### config.mk
export PLATFORM = sky130hd
export DESIGN_NAME = branch_resolver
export DESIGN_NICKNAME = d
export VERILOG_FILES = /design/src/rtl/branch_resolver_pkg.sv /design/src/rtl/branch_resolver_cond.sv /design/src/rtl/branch_resolver.sv
export SDC_FILE = /design/constraint.sdc
export NUM_CORES = 1
export LEC_CHECK = 0
export CORE_UTILIZATION = 46
export DETAILED_ROUTE_END_ITERATION = 12
export PLACE_DENSITY = 0.85
export SLEW_MARGIN = 5
export SYNTH_ARGS = -nofsm -noshare
export SYNTH_HDL_FRONTEND = slang
export SYNTH_SLANG_ARGS = --single-unit
### constraint.sdc
create_clock -name clock -period 5.1 [get_ports clock]
set_input_delay 0.765 -clock clock [delete_from_list [all_inputs] [get_ports clock]]
set_output_delay 0.765 -clock clock [all_outputs]
set_load 0.005 [all_outputs]
### src/rtl/branch_resolver_pkg.sv
// Shared definitions for the branch resolution unit: condition-code encodings,
// PC step, default counter width and the stage-1 request record.
package branch_resolver_pkg;

    localparam logic [2:0] BR_OP_EQ  = 3'b000;
    localparam logic [2:0] BR_OP_GE  = 3'b001;
    localparam logic [2:0] BR_OP_LE  = 3'b010;
    localparam logic [2:0] BR_OP_GT  = 3'b011;
    localparam logic [2:0] BR_OP_LT  = 3'b100;
    localparam logic [2:0] BR_OP_NE  = 3'b101;
    localparam logic [2:0] BR_OP_AL  = 3'b110;
    localparam logic [2:0] BR_OP_ILL = 3'b111;

    localparam logic [31:0] PC_STEP       = 32'd4;
    localparam int          CNT_W_DEFAULT = 32;

    typedef struct packed {
        logic [2:0]  op;
        logic [31:0] a;
        logic [31:0] b;
        logic [31:0] pc;
        logic [31:0] offset;
        logic        pred;
    } br_req_t;

endpackage

### src/rtl/branch_resolver_cond.sv
// Pure combinational branch condition evaluator: (op, a, b) -> (taken, illegal).
// Operands are compared unsigned.
module branch_cond
    import branch_resolver_pkg::*;
(
    input  logic [2:0]  i_op,
    input  logic [31:0] i_a,
    input  logic [31:0] i_b,
    output logic        o_taken,
    output logic        o_illegal
);

    // Decode the condition code into the branch outcome
    always_comb begin
        o_taken   = 1'b0;
        o_illegal = 1'b0;
        case (i_op)
            BR_OP_EQ:  o_taken = (i_a == i_b);
            BR_OP_GE:  o_taken = (i_a >= i_b);
            BR_OP_LE:  o_taken = (i_a <= i_b);
            BR_OP_GT:  o_taken = (i_a >  i_b);
            BR_OP_LT:  o_taken = (i_a <  i_b);
            BR_OP_NE:  o_taken = (i_a != i_b);
            BR_OP_AL:  o_taken = 1'b1;
            BR_OP_ILL: o_illegal = 1'b1;
            default: begin
                o_taken   = 1'b0;
                o_illegal = 1'b0;
            end
        endcase
    end

endmodule

### src/rtl/branch_resolver.sv
// Execute-stage branch resolver: stage-1 capture, condition evaluation, redirect
// and predictor-update pulses, saturating performance counters.
module branch_resolver
    import branch_resolver_pkg::*;
#(
    parameter int CNT_W    = CNT_W_DEFAULT,
    parameter int PC_ALIGN = 2
) (
    input  logic             clock,
    input  logic             reset_n,
    input  logic             br_valid,
    output logic             br_ready,
    input  logic [2:0]       br_op,
    input  logic [31:0]      br_a,
    input  logic [31:0]      br_b,
    input  logic [31:0]      br_pc,
    input  logic [31:0]      br_offset,
    input  logic             br_pred_taken,
    input  logic             hold,
    input  logic             flush,
    output logic             redirect_valid,
    output logic [31:0]      redirect_pc,
    output logic             upd_valid,
    output logic [31:0]      upd_pc,
    output logic             upd_taken,
    output logic             illegal_op,
    output logic [CNT_W-1:0] cnt_branches,
    output logic [CNT_W-1:0] cnt_mispred
);

    localparam logic [CNT_W-1:0] CNT_ONE = {{(CNT_W-1){1'b0}}, 1'b1};
    localparam logic [CNT_W-1:0] CNT_MAX = {CNT_W{1'b1}};

    logic             r_s1_valid;
    br_req_t          r_s1;
    logic             r_redirect_valid;
    logic [31:0]      r_redirect_pc;
    logic             r_upd_valid;
    logic [31:0]      r_upd_pc;
    logic             r_upd_taken;
    logic             r_illegal;
    logic [CNT_W-1:0] r_cnt_branches;
    logic [CNT_W-1:0] r_cnt_mispred;

    br_req_t     w_req;
    logic        w_accept;
    logic        w_resolve;
    logic        w_taken;
    logic        w_illegal;
    logic        w_mispred;
    logic [31:0] w_target;
    logic [31:0] w_fallthru;

    branch_cond u_cond (
        .i_op      (r_s1.op),
        .i_a       (r_s1.a),
        .i_b       (r_s1.b),
        .o_taken   (w_taken),
        .o_illegal (w_illegal)
    );

    // While a redirect is on the wire, whatever sits in S1 came from the wrong path.
    assign br_ready   = !flush && !r_redirect_valid && (!r_s1_valid || !hold);
    assign w_accept   = br_valid && br_ready;
    assign w_resolve  = r_s1_valid && !hold && !flush && !r_redirect_valid;
    assign w_mispred  = (w_taken != r_s1.pred);
    assign w_target   = r_s1.pc + (r_s1.offset << PC_ALIGN);
    assign w_fallthru = r_s1.pc + PC_STEP;

    assign w_req = '{op: br_op, a: br_a, b: br_b, pc: br_pc,
                     offset: br_offset, pred: br_pred_taken};

    // Stage-1 occupancy and captured request
    always_ff @(posedge clock or negedge reset_n) begin
        if (!reset_n) begin
            r_s1_valid <= 1'b0;
            r_s1       <= '0;
        end else if (flush || r_redirect_valid) begin
            r_s1_valid <= 1'b0;
        end else if (w_accept) begin
            r_s1_valid <= 1'b1;
            r_s1       <= w_req;
        end else if (w_resolve) begin
            r_s1_valid <= 1'b0;
        end else begin
            r_s1_valid <= r_s1_valid;
        end
    end

    // Resolve stage: one-cycle pulses plus their payloads
    always_ff @(posedge clock or negedge reset_n) begin
        if (!reset_n) begin
            r_redirect_valid <= 1'b0;
            r_redirect_pc    <= 32'd0;
            r_upd_valid      <= 1'b0;
            r_upd_pc         <= 32'd0;
            r_upd_taken      <= 1'b0;
            r_illegal        <= 1'b0;
        end else begin
            r_upd_valid      <= w_resolve;
            r_redirect_valid <= w_resolve && w_mispred;
            r_illegal        <= w_resolve && w_illegal;
            if (w_resolve) begin
                r_upd_pc      <= r_s1.pc;
                r_upd_taken   <= w_taken;
                r_redirect_pc <= w_taken ? w_target : w_fallthru;
            end
        end
    end

    // Saturating counters advance with the pulses they count
    always_ff @(posedge clock or negedge reset_n) begin
        if (!reset_n) begin
            r_cnt_branches <= '0;
            r_cnt_mispred  <= '0;
        end else begin
            if (w_resolve && (r_cnt_branches != CNT_MAX)) begin
                r_cnt_branches <= r_cnt_branches + CNT_ONE;
            end
            if (w_resolve && w_mispred && (r_cnt_mispred != CNT_MAX)) begin
                r_cnt_mispred <= r_cnt_mispred + CNT_ONE;
            end
        end
    end

    assign redirect_valid = r_redirect_valid;
    assign redirect_pc    = r_redirect_pc;
    assign upd_valid      = r_upd_valid;
    assign upd_pc         = r_upd_pc;
    assign upd_taken      = r_upd_taken;
    assign illegal_op     = r_illegal;
    assign cnt_branches   = r_cnt_branches;
    assign cnt_mispred    = r_cnt_mispred;

endmodule

==> reports/metrics.csv <==
metric,value,unit
status,"complete, no violations",
Crit path arrival time,5.28,ns
worst skew pair latency,0.55,ns
WP data required,5.53,ns
fin crit period,4.85,ns
# port buffers,267,
largest net degree at the start of global routing,112,
gp weighted congestion,0.871,
final net count,1609,
Worst Path Buf+Inv,2,
vias per cell,5.30,
Final Hold Vio Count,0,
worst slew pin tran,0.864,ns
CP max stage cell,dfrtp_1,
Tot Pwr,7.75,mW
share of post-route cells with drive strength above 1,0.171,
crit-path max cell delay,0.40,ns
r2r setup slk,0.25,ns
initial antenna violation count,7,
Netlist cell types,58,
"area leader, netlist",dfrtp_1,
Final Util,0.630,
Overflow after GRT,0,
DRC,0,
number of synthesized flops with an enable pin,0,
CTS Buf Count,30,
Hold Crit Class,input port to async pin,
Leak,7.59,nW
CTS max path bufs,3,
Cells after Synth,1127,
CTS tree,yes,
Synthesis Warnings,0,
critical-path cell list,ha_1 -> nand4_1 -> nor2_1 -> a221o_1 -> or3_4 -> a21oi_4 -> mux2i_4 -> nand2_4 -> buf_4 -> and2_1 -> ha_1 -> and3_2 -> nand3_1 -> o211ai_1 -> a211oi_2 -> o21ai_2 -> a21boi_0 -> buf_4 -> o31ai_4 -> mux2i_1 -> nand3_1,
Most used DFF post-synth,dfrtp_1,
CP Capture Type,flip-flop,
family with the most delay on the worst path,compound AO/OA/AOI/OAI gates,
Post-Synthesis Cell Area,12600,um^2
Mapped Nets,1328,
DP Cell Count,1715,
skew final,0.0123,ns
worst-case vdd ir drop,0.269,mV
Chip Height,167,um
Die W,167,um
pwr/cell area,458,nW/um^2
total I/O pin count,270,
Root Driver,clkbuf_16,
die area,28000,um^2
startpoint type of the worst setup path,flip-flop,
Max H-tree Level,1,
"Reg clk slew, reported paths",0.06,ns
Yosys top cell area share,0.520,
RSZ-0062 raised after global routing,true,
#FFs+latches synth,261,
Max-slew headroom,0.424,
drt total wl,30300,um
TNS Setup,0,ns
Commonest cells post-synth,"dfrtp_1, nand2_1, mux2_2",
Crit Path Class,flip-flop to flip-flop,
DRT Pass-1 Iters,5,
first-pass GRT wire length,49200,um
register area share after synthesis,0.520,
period utilisation layout,0.951,
CP max FO,21,
Initial DRC Count,480,
CTS Sinks,261,
asr flop ratio synth,1.00,
Core Area,26900,um^2
via count,9423,
area grow syn2layout,34.8,%
FMAX,206,MHz
setup violators final,0,
gr usage total,0.217,
ranking of synthesized cells by area,"dfrtp_1, mux2_2, ha_1",
initial core utilization,0.467,
syn_area_per_cell,11.1,um^2
most numerous cell in the Yosys netlist,dfrtp_1,
"antenna viol nets, final",0,
vias in the first global route,9758,
Site Rows,60,
dpl hpwl,21200,um
WL per Instance,17.1,um
Slew Limit Fails,0,
Finished Layout Cells,1777,
max cap viols,0,
## routing by layer
metal / wire, um / track usage / part of all wire / up-vias
li1: - / - / - / 4459
met2: 14800 / 0.371 / 0.49 / 251
met1: 12400 / 0.261 / 0.41 / 4647
met3: 2320 / 0.0645 / 0.076 / 62
met5: 23 / 0 / 0.00076 / -
met4: 835 / 0.0702 / 0.028 / 4
## power by group
group          internal (mW)  leakage, nW  total [mW]  switching [mW]
combinational           1.42         3.82        2.66            1.24
clock                   1.43        0.520        2.29           0.858
sequential              2.51         3.25        2.80           0.291
total                   5.36         7.59        7.75            2.39
## placed cells by master (no fill, tap or decap), types with 24 or more instances in the layout
cell type	instances
and2_1	33
o21ai_0	37
mux2_2	133
xnor2_1	65
inv_1	43
nand2_1	182
ha_1	59
nand3_1	34
xor2_1	24
dfrtp_1	261
a21oi_1	33
clkdlybuf4s50_1	266
clkbuf_16	31
## final timing paths
path / start / endpoint / cells past startpoint
worst max-delay path: r_s1[106] / redirect_pc[30] / 21
worst min-delay path: reset_n / redirect_pc[11] / 1
worst max register to register: r_s1[106] / redirect_pc[30] / 21
worst min register to register: upd_pc[26] / upd_pc[26] / 2
max in group asynchronous: reset_n / redirect_pc[24] / 2
min in group clock: upd_pc[26] / upd_pc[26] / 2
## sequential cells by signal (all words and copies together) (netlist names)
register        count
cnt_branches       32
cnt_mispred        32
illegal_op          1
r_s1              130
r_s1_valid          1
redirect_pc        32
redirect_valid      1
upd_pc             30
upd_taken           1
upd_valid           1
## worst register-to-register path, stage by stage (launching register included)
cell and delay (ns):
dfrtp_1 0.40, ha_1 0.31, nand4_1 0.16, nor2_1 0.06, a221o_1 0.32, or3_4 0.35
a21oi_4 0.22, mux2i_4 0.30, nand2_4 0.10, buf_4 0.23, and2_1 0.19, ha_1 0.34
and3_2 0.25, nand3_1 0.08, o211ai_1 0.26, a211oi_2 0.14, o21ai_2 0.19, a21boi_0 0.11
buf_4 0.16, o31ai_4 0.25, mux2i_1 0.21, nand3_1 0.09
## repair_timing
item | in CTS | in global routing
buffers inserted | 0 | 2
pin swaps | 0 | 12
gates resized for setup | 4 | 31
hold buffers | 0 | 0
endpoints found under the setup margin | 4 | 10
## metrics by stage
stage | area (um^2) | worst slack (ns) | hold WS [ns]
global route | 16900 | -0.0309 | 0.340
detailed placement | 15700 | -0.0852 | 0.457
global placement | 15700 | 0.00116 | 0.440
floorplan | 12600 | 0.284 | 0.433
CTS | 16700 | 0.0575 | 0.302
finish | 16900 | 0.252 | 0.279
## cell families after synthesis
kind of cell             after synthesis  synth area share
AO/OA/AOI/OAI                        127            0.0629
XOR/XNOR                              90            0.0634
adder cells (fa/ha/maj)               64            0.0644
buffers and inverters                 83            0.0259
flip-flops                           261             0.520
multiplexers                         136             0.122
AND/OR/NAND/NOR                      366             0.141
## layout make-up
type                       count  area [um^2]
fill                        2056         9950
multi-input combinational    783         5870
clock buffer                  39          856
inverter                      45          169
timing repair buffer         287         2840
antenna                        5         12.5
tap                          341          427
sequential                   261         6530
clock inverter                16          219
No activity file was read; power rests on OpenSTA's default activity.
